## src/rtl/id_ex_pkg.sv

```systemverilog
// id_ex_pkg: shared definitions for the ID/EX pipeline register.
// Holds the control-bundle width, the bit position of every control
// signal inside the bundle, the bundle typedef and the bubble encoding.
package id_ex_pkg;

    localparam int CTRL_W = 11;

    localparam int CTRL_REG_WRITE  = 0;
    localparam int CTRL_MEM_TO_REG = 1;
    localparam int CTRL_MEM_READ   = 2;
    localparam int CTRL_MEM_WRITE  = 3;
    localparam int CTRL_BRANCH     = 4;
    localparam int CTRL_ALU_SRC    = 5;
    localparam int CTRL_REG_DST    = 6;
    localparam int CTRL_ALU_OP_LSB = 7;
    localparam int CTRL_ALU_OP_MSB = 10;

    typedef logic [CTRL_W-1:0] ctrl_t;

    // A bubble carries no side effects: every control bit deasserted.
    localparam ctrl_t BUBBLE_CTRL = '0;

endpackage

```

## src/rtl/id_ex_pipe_reg_load_use_detect.sv

```systemverilog
// load_use_detect: combinational load-use hazard compare.
// Ports:
//   ex_valid    in   instruction in EX is real
//   ex_mem_read in   instruction in EX is a load
//   ex_rt       in   load destination register in EX
//   id_valid    in   instruction in ID is real
//   id_rs/id_rt in   source registers of the ID instruction
//   load_use    out  ID consumes the value the EX load has not produced yet
module load_use_detect
    import id_ex_pkg::*;
#(
    parameter int REG_ADDR_W = 5
) (
    input  logic                  ex_valid,
    input  logic                  ex_mem_read,
    input  logic [REG_ADDR_W-1:0] ex_rt,
    input  logic                  id_valid,
    input  logic [REG_ADDR_W-1:0] id_rs,
    input  logic [REG_ADDR_W-1:0] id_rt,
    output logic                  load_use
);

    logic rt_nonzero;
    logic rt_match;

    // $0 is hard-wired to zero, so a load "into" it never creates a dependency.
    assign rt_nonzero = (ex_rt != '0);
    assign rt_match   = (ex_rt == id_rs) || (ex_rt == id_rt);
    assign load_use   = ex_valid && ex_mem_read && rt_nonzero && id_valid && rt_match;

endmodule

```

## src/rtl/id_ex_pipe_reg.sv

```systemverilog
// id_ex_pipe_reg: ID/EX pipeline register of the 5-stage MIPS datapath.
// Captures PC+4, operands, extended immediate, register addresses and the
// control bundle of the ID instruction; inserts bubbles on flush, load-use
// hazard or an empty ID slot; holds on stall or when debug mode withholds
// a step; counts valid instructions entering EX.
// Ports:
//   clk, rst_n                 clock, synchronous active-low reset
//   stall_i, flush_i           hold contents / capture a bubble
//   dbg_mode_i, dbg_step_i     single-step gating
//   dbg_clr_i                  clear the instruction counter
//   id_*_i                     decoded ID instruction
//   ex_*_o                     registered copy presented to EX
//   load_use_o                 combinational: hold PC and IF/ID this cycle
//   ex_count_o                 valid instructions captured into EX
module id_ex_pipe_reg
    import id_ex_pkg::*;
#(
    parameter int DATA_W     = 32,
    parameter int REG_ADDR_W = 5,
    parameter int CTRL_W     = 11,
    parameter int CNT_W      = 16
) (
    input  logic                  clk,
    input  logic                  rst_n,
    input  logic                  stall_i,
    input  logic                  flush_i,
    input  logic                  dbg_mode_i,
    input  logic                  dbg_step_i,
    input  logic                  dbg_clr_i,
    input  logic                  id_valid_i,
    input  logic [DATA_W-1:0]     id_pc_i,
    input  logic [DATA_W-1:0]     id_rs_data_i,
    input  logic [DATA_W-1:0]     id_rt_data_i,
    input  logic [DATA_W-1:0]     id_imm_i,
    input  logic [REG_ADDR_W-1:0] id_rs_i,
    input  logic [REG_ADDR_W-1:0] id_rt_i,
    input  logic [REG_ADDR_W-1:0] id_rd_i,
    input  logic [CTRL_W-1:0]     id_ctrl_i,
    output logic                  ex_valid_o,
    output logic [DATA_W-1:0]     ex_pc_o,
    output logic [DATA_W-1:0]     ex_rs_data_o,
    output logic [DATA_W-1:0]     ex_rt_data_o,
    output logic [DATA_W-1:0]     ex_imm_o,
    output logic [REG_ADDR_W-1:0] ex_rs_o,
    output logic [REG_ADDR_W-1:0] ex_rt_o,
    output logic [REG_ADDR_W-1:0] ex_rd_o,
    output logic [CTRL_W-1:0]     ex_ctrl_o,
    output logic                  load_use_o,
    output logic [CNT_W-1:0]      ex_count_o
);

    logic                  vld_p1;
    logic [DATA_W-1:0]     pc_p1;
    logic [DATA_W-1:0]     rs_data_p1;
    logic [DATA_W-1:0]     rt_data_p1;
    logic [DATA_W-1:0]     imm_p1;
    logic [REG_ADDR_W-1:0] rs_p1;
    logic [REG_ADDR_W-1:0] rt_p1;
    logic [REG_ADDR_W-1:0] rd_p1;
    logic [CTRL_W-1:0]     ctrl_p1;
    logic [CNT_W-1:0]      count_q;

    logic adv;
    logic load_en;
    logic bubble;
    logic capture;

    load_use_detect #(
        .REG_ADDR_W (REG_ADDR_W)
    ) u_load_use_detect (
        .ex_valid    (vld_p1),
        .ex_mem_read (ctrl_p1[CTRL_MEM_READ]),
        .ex_rt       (rt_p1),
        .id_valid    (id_valid_i),
        .id_rs       (id_rs_i),
        .id_rt       (id_rt_i),
        .load_use    (load_use_o)
    );

    // A held edge ignores flush; the controller keeps flush asserted until we advance.
    assign adv     = ~dbg_mode_i | dbg_step_i;
    assign load_en = adv & ~stall_i;
    assign bubble  = flush_i | load_use_o | ~id_valid_i;
    assign capture = load_en & ~bubble;

    // ---- ID -> EX stage boundary ----
    always_ff @(posedge clk) begin
        if (!rst_n) begin
            vld_p1     <= 1'b0;
            pc_p1      <= '0;
            rs_data_p1 <= '0;
            rt_data_p1 <= '0;
            imm_p1     <= '0;
            rs_p1      <= '0;
            rt_p1      <= '0;
            rd_p1      <= '0;
            ctrl_p1    <= '0;
        end else if (load_en) begin
            if (bubble) begin
                vld_p1     <= 1'b0;
                pc_p1      <= '0;
                rs_data_p1 <= '0;
                rt_data_p1 <= '0;
                imm_p1     <= '0;
                rs_p1      <= '0;
                rt_p1      <= '0;
                rd_p1      <= '0;
                ctrl_p1    <= BUBBLE_CTRL;
            end else begin
                vld_p1     <= 1'b1;
                pc_p1      <= id_pc_i;
                rs_data_p1 <= id_rs_data_i;
                rt_data_p1 <= id_rt_data_i;
                imm_p1     <= id_imm_i;
                rs_p1      <= id_rs_i;
                rt_p1      <= id_rt_i;
                rd_p1      <= id_rd_i;
                ctrl_p1    <= id_ctrl_i;
            end
        end
    end

    // Clear beats a simultaneous increment and works even while the bank holds.
    always_ff @(posedge clk) begin
        if (!rst_n) begin
            count_q <= '0;
        end else if (dbg_clr_i) begin
            count_q <= '0;
        end else if (capture) begin
            count_q <= count_q + 1'b1;
        end
    end

    assign ex_valid_o   = vld_p1;
    assign ex_pc_o      = pc_p1;
    assign ex_rs_data_o = rs_data_p1;
    assign ex_rt_data_o = rt_data_p1;
    assign ex_imm_o     = imm_p1;
    assign ex_rs_o      = rs_p1;
    assign ex_rt_o      = rt_p1;
    assign ex_rd_o      = rd_p1;
    assign ex_ctrl_o    = ctrl_p1;
    assign ex_count_o   = count_q;

endmodule

```

## config.mk

```make
export PLATFORM = sky130hd
export DESIGN_NAME = id_ex_pipe_reg
export DESIGN_NICKNAME = d
export VERILOG_FILES = /design/src/rtl/id_ex_pkg.sv /design/src/rtl/id_ex_pipe_reg_load_use_detect.sv /design/src/rtl/id_ex_pipe_reg.sv
export SDC_FILE = /design/constraint.sdc
export NUM_CORES = 1
export LEC_CHECK = 0
export CAP_MARGIN = 20
export CORE_AREA = 2 2 130 132
export DETAILED_ROUTE_END_ITERATION = 16
export DIE_AREA = 0 0 132 134
export HOLD_SLACK_MARGIN = 0.05
export MAX_ROUTING_LAYER = met4
export PLACE_DENSITY = 0.75
export SYNTH_ARGS = -nofsm -noshare
export SYNTH_HDL_FRONTEND = slang
export SYNTH_SLANG_ARGS = --single-unit
```

## constraint.sdc

```tcl
create_clock -name clk -period 5.2 [get_ports clk]
set_clock_uncertainty 0.15 [all_clocks]
set_input_delay 0.52 -clock clk [delete_from_list [all_inputs] [get_ports clk]]
set_output_delay 0.52 -clock clk [all_outputs]
set_load 0.005 [all_outputs]
```

## After elaboration in Yosys (flattened, before gate mapping)

Cells that the tools add are included.

| cells by class | value |
|---|---|
| $mul | 0 |
| $add $sub $neg | 1 |
| div/mod/pow operators | 0 |
| muxes and demuxes | 9 |
| reduce and logical (&&, ||, !) cells | 7 |
| $lt $le $gt $ge | 0 |
| equality and inequality tests | 2 |
| bitwise logic cells | 10 |
| shift operators | 0 |

Operators by type and width:

| cell | number |
|---|---|
| $mux 32 | 4 |
| $add 16x1->16 const B | 1 |
| $mux 5 | 3 |
| $mux 11 | 1 |
| $eq 5x5->1 | 2 |
| $not 1->1 | 5 |
| $reduce_bool 5->1 | 1 |
| $logic_and 1x1->1 | 4 |
| $or 1x1->1 | 3 |
| $and 1x1->1 | 2 |
| $reduce_or 2->1 | 1 |
| $logic_or 1x1->1 | 1 |
| $mux 1 | 1 |

| storage, ports and cells | value |
|---|---|
| bits in writable memories | 0 |
| memories | 0 |
| input bits | 162 |
| bits in read-only memories | 0 |
| bits in latches | 0 |
| logic and storage cells | 39 |
| flip-flop bits (word level) | 171 |
| output and inout port bits | 172 |

## Longest topological paths before layout

Gate-level depths: netlist of run 1.

| depth | value |
|---|---|
| word-level depth | 8 |
| depth in mapped cells | 8 |
| mapped depth without buffers | 6 |

## By module

From an unflattened synthesis of run 1, not the netlist that was laid out.

| second synthesis, totals | value |
|---|---|
| cell total of the unflattened synthesis | 629 |
| area total of the unflattened synthesis | 6393.6 um^2 |

Modules (own cells, without submodules):

| module | area each (um^2) | times used | cells each | sequential area each (um^2) |
|---|---|---|---|---|
| id_ex_pipe_reg | 6264.8 | 1 | 612 | 3423.3 |
| load_use_detect | 128.9 | 1 | 17 | 0.0 |

## Worst setup path after synthesis of run 1

OpenSTA, ideal clock, no wires.

| path | value |
|---|---|
| path kind | reg-to-reg |
| from | reg rt_p1[0], in the netlist ex_rt_o[0] |
| to | reg count_q[7], in the netlist ex_count_o[7] |
| buffers on the path | 0 |
| data required time | 4.935 ns |
| path slack | 3.043 ns |
| library setup time | 0.115 ns |
| data arrival time | 1.892 ns |
| stages on the path, launching flop included | 7 |
| period minus slack after synthesis | 2.157 ns |
| cells stage by stage | dfxtp_1 > or4_4 > o2111ai_4 > inv_2 > a2111oi_2 > xor2_1 > and2_1 |

| between the ends | value |
|---|---|
| longest elaborated chain between the ends | 8 |
| elaborated cells on any way between the ends | 11 |
| those cells by class | eq/ne: 2; bitwise: 4; reduce/logical: 5 |

Ends and longest elaborated chain:

| item | RTL line | text |
|---|---|---|
| from (decl) | id_ex_pipe_reg.sv:58 | `logic [REG_ADDR_W-1:0] rt_p1;` |
| from (signal assigned) | id_ex_pipe_reg.sv:116 | `rt_p1 <= id_rt_i;` |
| $reduce_bool 5->1 | id_ex_pipe_reg_load_use_detect.sv:27 | `assign rt_nonzero = (ex_rt != '0);` |
| $logic_and 1x1->1 (2 in series) | id_ex_pipe_reg_load_use_detect.sv:29 | `assign load_use = ex_valid && ex_mem_read && rt_nonzero && id_valid && rt_match;` |
| $logic_and 1x1->1 * | id_ex_pipe_reg_load_use_detect.sv:29 |  |
| $or 1x1->1 * (2 in series) | id_ex_pipe_reg.sv:83 | `assign bubble = flush_i \| load_use_o \| ~id_valid_i;` |
| $not 1->1 * | id_ex_pipe_reg.sv:84 | `assign capture = load_en & ~bubble;` |
| $and 1x1->1 * | id_ex_pipe_reg.sv:84 |  |
| to (signal assigned) | id_ex_pipe_reg.sv:130 | `count_q <= count_q + 1'b1;` |
| to (decl) | id_ex_pipe_reg.sv:61 | `logic [CNT_W-1:0] count_q;` |

Mark *: on every way between the ends. The rest lies on a longest branch, timed or not.
A chain may end at the register's enable or synchronous reset.

## Final worst setup path of run 1

| path | value |
|---|---|
| from | in id_rs_i[0] |
| to | out load_use_o |

| between the ends | value |
|---|---|
| longest elaborated chain between the ends | 3 |

Ends and longest elaborated chain:

| item | RTL line | text |
|---|---|---|
| from (decl) | id_ex_pipe_reg.sv:35 | `input logic [REG_ADDR_W-1:0] id_rs_i,` |
| $eq 5x5->1 | id_ex_pipe_reg_load_use_detect.sv:28 | `assign rt_match = (ex_rt == id_rs) \|\| (ex_rt == id_rt);` |
| $logic_or 1x1->1 | id_ex_pipe_reg_load_use_detect.sv:28 |  |
| $logic_and 1x1->1 | id_ex_pipe_reg_load_use_detect.sv:29 |  |
| to (decl) | id_ex_pipe_reg.sv:48 | `output logic load_use_o,` |

Every way passes these cells.

==> results of run 1 <==
==> area by class of cell <==
| type | instances | area [µm²] | area share [%] |
|---|---|---|---|
| multi-input cells | 258 | 2060 | 21.1 |
| inverters | 1 | 3.75 | 0.0386 |
| well taps | 220 | 275 | 2.83 |
| clock buffers | 18 | 439 | 4.51 |
| repair buffers | 337 | 3380 | 34.7 |
| clock inverters | 13 | 158 | 1.62 |
| flip-flops and latches | 171 | 3420 | 35.2 |
==> worst paths after layout <==
| check | slack (ps) | startpoint | endpoint |
|---|---|---|---|
| min reg2reg | 320 | ex_rs_data_o[20]$_SDFFE_PN0P_ | ex_rs_data_o[20]$_SDFFE_PN0P_ |
| max | 2320 | id_rs_i[0] | load_use_o |
| max reg2reg | 2670 | ex_rt_o[0]$_SDFFE_PN0P_ | ex_pc_o[16]$_SDFFE_PN0P_ |
| min | 320 | ex_rs_data_o[20]$_SDFFE_PN0P_ | ex_rs_data_o[20]$_SDFFE_PN0P_ |
==> stage by stage <==
stage	cell area [µm²]	hold WS (ps)	instances	power (mW)	setup slack, ps
after floorplan	5660	316	466	1.46	3040
after global placement	9140	306	987	1.65	2250
after detailed placement	9140	306	987	1.66	2160
after CTS	9730	327	1018	2.94	2310
after global routing	9730	337	1018	3.01	2210
final	9730	323	1018	2.91	2320
==> sequential cells by signal (all words and copies together) (netlist names) <==
register	count
ex_valid_o	1
ex_imm_o	32
ex_rs_o	5
ex_rd_o	5
ex_rs_data_o	32
ex_rt_data_o	32
ex_pc_o	32
ex_count_o	16
ex_rt_o	5
ex_ctrl_o	11
==> power by group <==
group	internal, mW	leakage (nW)	switching, mW
Combinational	0.183	1.89	0.0883
Clock	0.733	0.289	0.547
Sequential	1.34	1.38	0.0183
==> placed cells by master (no fill, tap or decap), types with 6 or more instances in the layout <==
master	n
a21oi_1	9
a22o_1	153
xnor2_1	15
o21ai_0	7
clkdlybuf4s50_1	333
nand2_1	11
dfxtp_1	171
nor2_1	7
clkbuf_16	17
nand3_1	9
or3_1	6
==> worst reg2reg max path, cell delays in order (launching register included) <==
cell	delay, ps
dfxtp_1	370
or4_4	570
o2111ai_4	300
o21ai_4	180
nor2_4	200
buf_4	450
a22o_1	260
==> per-layer routing <==
metal | vias to the layer above | GRT usage, % | wire length, µm
li1 | 2421 | - | -
met1 | 2487 | 23.8 | 7500
met2 | 214 | 34.2 | 9150
met3 | 27 | 5.82 | 1110
met4 | 0 | 7.61 | 412
met5 | - | - | 0
==> cells by family after synthesis <==
logic type / share of synthesized area, %
compound gates: 28.2
xor+xnor: 2.48
fa+ha+maj: 0.221
buf+inv: 3.21
flops: 60.5
simple gates: 5.46
==> run summary, run 1 <==
Syn Inst Count: 466
FFs w/ async S/R, synth: 0%
Top cell by count, worst path: clkdlybuf4s50_1
Post-synthesis register bit count: 171
Cell depth of the worst setup path: 6
Critical path's slowest cell: clkdlybuf4s50_1
Crit path largest cell delay: 520 ps
Post-CTS Resized: 0
Min-delay worst type: flop to flop
Vias: 5,149
Worst skew pair latency: 420 ps
Crit path buf inv count: 2
Antenna viol nets, final: 0
Vias in the first global route: 5,233
TritonCTS buffer count: 17
Drt first pass iters: 6
Placer Congestion: 0.841
Avg Inst Size Synth: 12.1 µm²
Max IR drop VDD: 214 µV
DRC: 0
Largest net degree at the start of global routing: 105
Synthesized area: 5660 µm²
Layout cells sized above 1: 5.76%
First-iteration detailed-routing DRC count: 247
Clk buf depth: 2
Port Buffer Count: 333
Core Area: 16,300 µm²
Max-Cap Viols: 0
Number of fill cells: 1,376
First-pass GRT wire length: 28,100 µm
HPWL Detailed: 13,000 µm
Commonest cells post-synth: dfxtp_1 (171), a22o_1 (153), clkbuf_1 (18)
Min Tclk post-route: 2880 ps
Syn nets: 629
Hold Path Depth: 1
# hold bufs at CTS: 0
Die area: 17,700 µm²
Post-synth cell types: 37
CTS tree: yes
Worst r2r path cells: 6
Clock-pin slew on the worst setup and hold paths: 60 ps
Post-CTS setup buffer count: 0
Sequential share of the synthesized area: 60.5%
Critical Path RT: 4530 ps
CP Max Fanout: 4
Initial antenna violation count: 0
Startpoint types: input port
Total track usage: 20.6%
CP Capture Type: output port
H-tree depth: 4
Least-Margin Pin Slew: 998 ps
Dominant cell type by area after synthesis: dfxtp_1
Remaining global-route overflow: 0
CP Class: input port to output port
Crit path cell chain: clkdlybuf4s50_1, xnor2_1, nand3_1, o22a_1, nor2_1, clkdlybuf4s50_1
Ant. Diodes: 0
Setup_tns: 0 ps
Fmax: 347 MHz
Status: completed
Final setup violation count: 0
CP arrival: 2210 ps
Final nets: 949
Utilization of the core after routing: 59.8%
Vias per cell: 5.06
Warnings from Yosys: 0
Final hold violations: 0
Number of synthesized flops with an enable pin: 0
Top post-synthesis cells by area: dfxtp_1 (60%), a22o_1 (24%), xnor2_1 (2.3%), clkbuf_1 (1.2%), buf_4 (1.1%)
P_leak: 3.56 nW
Synth top area share: 60.5%
RSZ-0062 raised after global routing: no
Pwr dens: 299 nW/µm²
Count leader, synth: dfxtp_1
Die height: 134 µm
Final period utilization: 55.4%
Area Growth Syn to Fin: 71.9%
Worst slew margin: 33.5%
Slew Limit Fails: 0
Routed len/inst: 17.8 µm
DIE WIDTH: 132 µm
Num rows: 47
Main flop type after synthesis: dfxtp_1
CTS root buf: clkbuf_16
Boundary pin count: 334
Initial cell density of the core: 34.7%
WL final: 18,200 µm
Cell family with the largest share of critical-path delay: buffers and inverters
CTS sink cnt: 171
Note: power is estimated with default switching activity, not from simulation.
==> run 2: changes to the inputs <==
- CORE_AREA: 2 2 130 132 -> 2 2 131 133
- DIE_AREA: 0 0 132 134 -> 0 0 133 135
- PLACE_DENSITY: 0.75 -> 0.74
- clock period: 5.2 -> 2.7 ns (I/O delays scaled with it)
==> run summary, run 2 (same netlist as run 1, synthesis figures left out) <==
Status: completed
Routed len/inst: 18.3 µm (+2.5%)
Vias: 5,182 (+0.64%)
Setup_tns: 0 ps (unchanged)
Die height: 135 µm (+0.75%)
RR Startpoint: ex_rt_o[0]$_SDFFE_PN0P_
Post-route non-filler standard cell count: 1,028 (+0.98%)
DIE WIDTH: 133 µm (+0.76%)
First-iteration detailed-routing DRC count: 244 (-1.2%)
Drt first pass iters: 5 (-1)
CP arrival: 2190 ps (-20 ps)
Least-Margin Pin Slew: 582 ps (-415 ps)
Boundary pin count: 334 (unchanged)
Total track usage: 20.6% (+0.050 points)
Clock-pin slew on the worst setup and hold paths: 70 ps (about the same)
Final period utilization: 96.7%
Utilization of the core after routing: 59.7% (about the same)
H-tree depth: 4 (unchanged)
CTS sink cnt: 171 (unchanged)
Placer Congestion: 0.823 (-2.2%)
Most frequent cells in the layout: clkdlybuf4s50_1 (333), dfxtp_1 (167), a22o_1 (153)
CTS tree: yes
Port Buffer Count: 333 (unchanged)
Largest net degree at the start of global routing: 64 (-39%)
Min Tclk post-route: 2610 ps
CP Class: flop to output port
DRC: 0 (unchanged)
Area Growth Syn to Fin: 73.1%
Final hold violations: 0 (unchanged)
Initial antenna violation count: 0 (unchanged)
HPWL Detailed: 13,700 µm (+5.7%)
Worst skew pair latency: 410 ps (about the same)
Die area: 18,000 µm² (+1.5%)
Final Power: 5.42 mW (+87%)
Ant. Diodes: 0 (unchanged)
Startpoint types: flop
Worst slew margin: 61.1% (+28 points)
CTS root buf: clkbuf_16
Vias in the first global route: 5,337 (+2.0%)
Clk buf depth: 2 (unchanged)
Core Area: 16,400 µm² (+0.72%)
Worst r2r path cells: 6 (unchanged)
CP Max Fanout: 5 (+1)
Post-CTS setup buffer count: 0 (unchanged)
Vias per cell: 5.04 (-0.34%)
Critical Path RT: 2280 ps (-2250 ps)
TritonCTS buffer count: 17 (unchanged)
Most common cell after layout, fill and taps aside: clkdlybuf4s50_1
Worst r2r dst: ex_pc_o[1]$_SDFFE_PN0P_
CP Capture Type: output port
Flop2flop setup slack: 190 ps (-2480 ps)
First-pass GRT wire length: 28,200 µm (+0.54%)
Remaining global-route overflow: 0 (unchanged)
Num rows: 47 (unchanged)
Antenna viol nets, final: 0 (unchanged)
Slew Limit Fails: 0 (unchanged)
Hold Path Depth: 2 (+1)
Fmax: 383 MHz
WL final: 18,800 µm (+3.5%)
Pwr dens: 554 nW/µm² (+85%)
Final setup violation count: 0 (unchanged)
Max IR drop VDD: 403 µV (+88%)
Min-delay worst type: input port to flop
Max-Cap Viols: 0 (unchanged)
Setup crit end: load_use_o
Final nets: 958 (+0.95%)
Initial cell density of the core: 34.5% (-0.25 points)
Placed cells: 996 (+0.91%)
Worst setup startpoint: ex_rt_o[0]$_SDFFE_PN0P_
Layout cells sized above 1: 7.05% (+1.3 points)
P_leak: 3.59 nW (+0.82%)
RSZ-0062 raised after global routing: no
==> run 2: cell types whose count changed in the layout (fill, tap and decap cells not counted), sizes merged <==
| cell | delta |
|---|---|
| inv | -1 |
| clkinvlp | +1 |
| bufinv | -2 |
| clkbuf | +4 |
| buf | +9 |
| clkinv | -1 |
==> run 2: repair_timing <==
| item | CTS | global route |
|---|---|---|
| endpoints found under the setup margin | 0 | 1 |
| hold buffers | 0 | 0 |
| hold endpoints to repair | 0 | 0 |
| resized for setup | 0 | 5 |
==> run 2: area by class of cell <==
type / count / area [µm²]
Clock buffer: 22 / 464
Multi-Input combinational cell: 258 / 2060
Tap cell: 220 / 275
Timing Repair Buffer: 346 / 3480
Sequential cell: 171 / 3430
Fill cell: 1278 / 6610
Inverter: 1 / 3.75
Clock inverter: 10 / 82.6
==> run 2: metal layers <==
| layer | wire [µm] | share of wire [%] | GRT usage, % |
|---|---|---|---|
| met1 | 7570 | 40 | 23.4 |
| met2 | 9340 | 50 | 33.4 |
| met3 | 1260 | 6.7 | 5.82 |
| met4 | 629 | 3.3 | 10.6 |
| met5 | 0 | 0 | - |
==> run 2: how the worst min path moves through the flow <==
stage / start / to / slack (ps)
2_1_floorplan: id_imm_i[30] / ex_imm_o[30]$_SDFFE_PN0P_ / 250
3_3_place_gp: ex_rt_data_o[8]$_SDFFE_PN0P_ / ex_rt_data_o[8]$_SDFFE_PN0P_ / 300
3_5_place_dp: ex_pc_o[29]$_SDFFE_PN0P_ / ex_pc_o[29]$_SDFFE_PN0P_ / 300
4_1_cts: id_imm_i[17] / ex_imm_o[17]$_SDFFE_PN0P_ / 280
5_1_grt: id_rs_data_i[3] / ex_rs_data_o[3]$_SDFFE_PN0P_ / 290
6_report: id_pc_i[21] / ex_pc_o[21]$_SDFFE_PN0P_ / 300
==> run 2: where the power goes <==
part           total, mW  switching (mW)  leakage (nW)  internal [mW]
Sequential          2.61          0.0340          1.39           2.58
Clock               2.27            1.02         0.260           1.25
Combinational      0.543           0.178          1.94          0.365
Total               5.42            1.24          3.59           4.19
==> run 2: stage by stage <==
| step | hold WS, ps | setup slack, ps | area, µm² |
|---|---|---|---|
| after floorplan | 253 | 543 | 5660 |
| after global placement | 305 | 212 | 9240 |
| after detailed placement | 304 | 151 | 9240 |
| after CTS | 276 | 1.28 | 9790 |
| after global routing | 287 | 0.677 | 9800 |
| final | 300 | 87.9 | 9800 |
==> run 2: critical path, cell delays in order (launching register included) <==
cell	delay, ps
dfxtp_2	360
or4_4	550
o2111ai_4	240
buf_6	150
nor2_1	40
clkdlybuf4s50_1	430
==> RTL change 1, RTL diff (settings of run 2) <==
Set the parameter `CNT_W` to 24 (it was 16).
--- a/src/rtl/id_ex_pipe_reg.sv
+++ b/src/rtl/id_ex_pipe_reg.sv
@@ -18,7 +18,7 @@
     parameter int DATA_W     = 32,
     parameter int REG_ADDR_W = 5,
     parameter int CTRL_W     = 11,
-    parameter int CNT_W      = 16
+    parameter int CNT_W      = 24
 ) (
     input  logic                  clk,
     input  logic                  rst_n,
Ports: changed (resized ex_count_o); port bits go from 334 to 342. The function was not compared with the original's and may differ.
==> RTL change 1 against run 2 <==
  * Sequential cell count grew 8
  * Count of clock-buffer cells in the layout shrank 3
  * Maximum frequency shrank 0.13%
  * Via count grew 10%
  * Worst setup slack lost 0.0035 ns
  * Cell count grew 8.3%
  * Total power grew 7.5%
  * Wire length grew 13%
  * Global-route usage grew 3.0 points
  * Synthesized cell count grew 17%
  * Area after synthesis grew 11%
  * Design area grew 7.8%
  * Critical path type unchanged
==> RTL change 1: results (changes against run 2) <==
- Syn_nets: 710 (+13%)
- Tightest Pin Transition: 0.4570 ns (-0.1253 ns)
- Largest net degree at the start of global routing: 80 (+25%)
- Worst path max stage delay: 0.53 ns (-0.02 ns)
- Top cells by count, synth: dfxtp_1, a22o_1, nand2_1, mux2i_1, nand2b_1
- First-pass GRT wire length: 32130 µm (+14%)
- Routed vias: 5718 (+10%)
- WL per Instance: 19.08 µm (+4.3%)
- Leakage power: 3.887 nW (+8.2%)
- Status: finished, final reports clean
- Mapped Cells: 547 (+17%)
- Vias in the first global route: 5622 (+5.3%)
- Post-DP HPWL: 15760 µm (+15%)
- Total Wirelength: 21240 µm (+13%)
- All-Layer GR Usage: 23.61% (+3.0 points)
- GP Congestion: 0.8587 (+4.3%)
- Placed Cells: 1081 (+8.5%)
- Drt pass-1 iters: 6 (+1)
- Seq/Total Area, Yosys: 57.17% (-3.3 points)
- Cell variety after synth: 31 (-16%)
- Maximum vdd drop: 0.0004261 V (+5.8%)
- DRT iter0 DRCs: 295 (+21%)
- Area contributors post-synth: dfxtp_1, a22o_1, mux2i_1, nand2b_1, nand2_1
- Port buffer count: 341 (+2.4%)
- Slowest CP cell: clkdlybuf4s50_1
- Crit path max fanout: 5 (unchanged)
- Share of cells above drive strength 1: 6.719% (-0.34 points)
- Final #Nets: 1043 (+8.9%)
- Main synth FF type: dfxtp_1
- Crit path max-delay family: buffers and inverters
[RTL change 1: changes by cell type after synthesis, sizes merged, moves of 8 or more]
cell	delta
nand2	+25
mux2i	+24
nand2b	+18
a21oi	+9
buf	+8
dfxtp	+8
o21ai	-8
[RTL change 1: cells by family after synthesis]
| family | Yosys count | share of synthesized area [%] |
|---|---|---|
| compound gates | 181 | 24.31 |
| xor+xnor | 10 | 1.397 |
| mux | 24 | 3.832 |
| flops | 179 | 57.17 |
| buf+inv | 48 | 4.212 |
| simple gates | 104 | 8.882 |
| fa+ha+maj | 1 | 0.1996 |
[RTL change 1: through the flow]
step	setup WS, ns	area, µm²
3_3_place_gp	0.1760	9936
3_5_place_dp	0.1660	9936
6_report	0.08443	10560
4_1_cts	0.02408	10550
5_1_grt	0.01181	10560
2_1_floorplan	0.7723	6269
[RTL change 1: repair_timing]
item / 4_1_cts / 5_1_grt
hold buffers: 0 / 0
endpoints found under the setup margin: 0 / 1
gates resized for setup: 0 / 3
[RTL change 1: per-layer routing]
metal  track usage (%)  vias to the layer above  wire length (µm)
li1                  -                     2706                 -
met1             26.69                     2742              8526
met2             41.11                      239             10950
met3             5.781                       31              1280
met4             7.885                        0               479
met5                 -                        -                 0
[RTL change 1: worst paths after layout]
check                                              startpoint                            end  slack [ns]  depth (start not counted)
worst min-delay path                             id_ctrl_i[4]      ex_ctrl_o[4]$_SDFFE_PN0P_        0.30                          2
worst min register to register  ex_rt_data_o[15]$_SDFFE_PN0P_  ex_rt_data_o[15]$_SDFFE_PN0P_        0.32                          1
worst max register to register     ex_count_o[5]$_SDFFE_PP0P_    ex_count_o[15]$_SDFFE_PP0P_        0.44                          5
worst max-delay path                  ex_rt_o[0]$_SDFFE_PN0P_                     load_use_o        0.08                          5
[RTL change 1: layout make-up]
class	count	area [µm²]
fill	1275	5843
timing repair buffer	359	3623
sequential	179	3586
multi-input combinational	320	2450
clock buffer	19	452.9
tap	220	275.3
clock inverter	13	165.2
inverter	3	11.26
[RTL change 1: power breakdown]
group	switching, mW	internal (mW)
combinational	0.191	0.370
clock	1.09	1.45
sequential	0.0317	2.69
total	1.32	4.51
[RTL change 1: worst reg2reg max path, delay by kind of cell (launching register included)]
kind,cells,cell delay (ns)
simple gates,3,1.06
flops,1,0.41
compound gates,1,0.30
mux,1,0.25
==> RTL change 2, RTL diff (settings of run 2) <==
Without the edit above. Reset style: asynchronous (`rst_n`), changed in 2 clocked blocks. Comments in the files are not updated.
--- a/src/rtl/id_ex_pipe_reg.sv
+++ b/src/rtl/id_ex_pipe_reg.sv
@@ -84,7 +84,7 @@
     assign capture = load_en & ~bubble;
 
     // ---- ID -> EX stage boundary ----
-    always_ff @(posedge clk) begin
+    always_ff @(posedge clk or negedge rst_n) begin
         if (!rst_n) begin
             vld_p1     <= 1'b0;
             pc_p1      <= '0;
@@ -121,7 +121,7 @@
     end
 
     // Clear beats a simultaneous increment and works even while the bank holds.
-    always_ff @(posedge clk) begin
+    always_ff @(posedge clk or negedge rst_n) begin
         if (!rst_n) begin
             count_q <= '0;
         end else if (dbg_clr_i) begin
Check against the original RTL: differs if rst_n is asserted again (counterexample within 4 cycles, from zero or initial values and one cycle with rst_n low); with rst_n held inactive, the same outputs for 4 cycles.
==> RTL change 2 against run 2 <==
  * Synthesized cell count rose by 3.6%
  * Core utilization grew 6.2 points
  * First-iteration DRC count increased by 21%
  * Total power increased by 16%
  * Critical path type unchanged
  * Die area is the same
  * Sequential cell count stayed put
  * Area after synthesis grew 18%
  * Design area increased by 10%
  * Maximum frequency up 1.6%
  * Wire length is 6.7% higher
  * Cell count is 1.1% higher
  * Worst setup slack improved by 0.042 ns
  * Register-to-register slack improved by 0.31 ns
==> RTL change 2: results (changes against run 2) <==
- Slew Limit Headroom: 49.68% (-11 points)
- R2R setup slack: 0.50 ns (+0.31 ns)
- Worst skew pair latency: 0.43 ns (+0.02 ns)
- Final #Nets: 970 (+1.3%)
- Leakage power: 4.736 nW (+32%)
- Post-DP HPWL: 14350 µm (+4.5%)
- Non-Filler Instances: 1039 (+1.1%)
- Via-to-Cell Ratio: 5.270 (+4.6%)
- WL per Instance: 19.31 µm (+5.6%)
- Slowest CP cell: clkdlybuf4s50_1
- DRT iter0 DRCs: 295 (+21%)
- Vias in the first global route: 5749 (+7.7%)
- All-Layer GR Usage: 23.23% (+2.6 points)
- Min-Delay Path Class: in -> async
- Top cells by count, synth: dfrtp_1, a22o_1, clkbuf_1, nor2_1, nor2b_1
- Reg-to-reg critical path startpoint: ex_rt_o[3]$_DFFE_PN0P_
- Drt pass-1 iters: 4 (-1)
- Share of cells above drive strength 1: 7.570% (+0.52 points)
- Crit path max-delay family: buffers and inverters
- Worst EP arrival: 2.15 ns (-0.04 ns)
- Cell variety after synth: 33 (-11%)
- GP Congestion: 0.8193 (-0.47%)
- Maximum vdd drop: 0.0004133 V (+2.7%)
- Largest net degree at the start of global routing: 156 (+140%)
- Status: finished, final reports clean
- First-pass GRT wire length: 31530 µm (+12%)
[RTL change 2: cell count changes in the layout (fill, tap and decap cells not counted), moves of 5 or more]
| cell | delta |
|---|---|
| o21ai_0 | -7 |
| mux2_2 | +10 |
| nand4_1 | +8 |
| nor2b_1 | +11 |
| xnor2_1 | -5 |
| dfrtp_1 | +171 |
| dfxtp_1 | -167 |
| or3_1 | -6 |
| nor2_1 | +10 |
[RTL change 2: per-layer routing]
| metal | GRT usage (%) | up-vias | routed length (µm) |
|---|---|---|---|
| met4 | 9.438 | 0 | 524 |
| li1 | - | 2467 | - |
| met2 | 36.85 | 267 | 9887 |
| met5 | - | - | 0 |
| met1 | 27.91 | 2707 | 8103 |
| met3 | 7.020 | 35 | 1551 |
[RTL change 2: report_power, final]
part	switching (mW)	internal (mW)
clock network	1.11	1.41
logic	0.338	0.620
registers	0.102	2.72
[RTL change 2: logic make-up after synthesis]
logic type                 count (synthesis)  share of synthesized area [%]
muxes                                     15                          2.505
AOI/OAI and AO/OA                        176                          22.82
DFF                                      171                          63.93
adders and majority gates                  1                         0.1869
xor gates and xnor gates                  10                          1.308
and+or+nand+nor                           64                          4.972
buffers and inverters                     46                          4.280
[RTL change 2: per-stage QoR]
stage | power [mW] | hold WS (ns) | utilization [%] | setup WS (ns) | instance area, µm²
3_5_place_dp | 3.831 | 0.1390 | 62.11 | 0.2145 | 10190
5_1_grt | 6.564 | 0.2727 | 65.91 | 0.003265 | 10810
6_report | 6.293 | 0.2448 | 65.91 | 0.1301 | 10810
3_3_place_gp | 3.811 | 0.1260 | 62.11 | 0.2597 | 10190
2_1_floorplan | 3.128 | -0.1756 | - | 0.8788 | 6694
4_1_cts | 6.361 | 0.2558 | 65.87 | 0.06397 | 10810
[RTL change 2: worst max-delay path by stage]
| stage | start | to |
|---|---|---|
| after floorplan | ex_count_o[3]$_DFFE_PN0P_ | ex_count_o[11]$_DFFE_PN0P_ |
| after global placement | dbg_step_i | ex_count_o[0]$_DFFE_PN0P_ |
| after detailed placement | dbg_mode_i | ex_count_o[0]$_DFFE_PN0P_ |
| after CTS | ex_rt_o[2]$_DFFE_PN0P_ | load_use_o |
| after global routing | ex_rt_o[4]$_DFFE_PN0P_ | load_use_o |
| final | ex_rt_o[2]$_DFFE_PN0P_ | load_use_o |
[RTL change 2: timing repair]
| action | CTS | global route |
|---|---|---|
| hold buffers | 1 | 0 |
| endpoints found under the setup margin | 0 | 1 |
| endpoints found under the hold margin | 55 | 0 |
| setup buffers | 0 | 1 |
[RTL change 2: final cells by class]
type | instances | area [µm²]
Clock buffer | 17 | 425.4
Clock inverter | 14 | 180.2
Fill cell | 1172 | 5593
Inverter | 3 | 11.26
Multi-Input combinational cell | 266 | 2143
Sequential cell | 171 | 4279
Tap cell | 220 | 275.3
Timing Repair Buffer | 348 | 3500
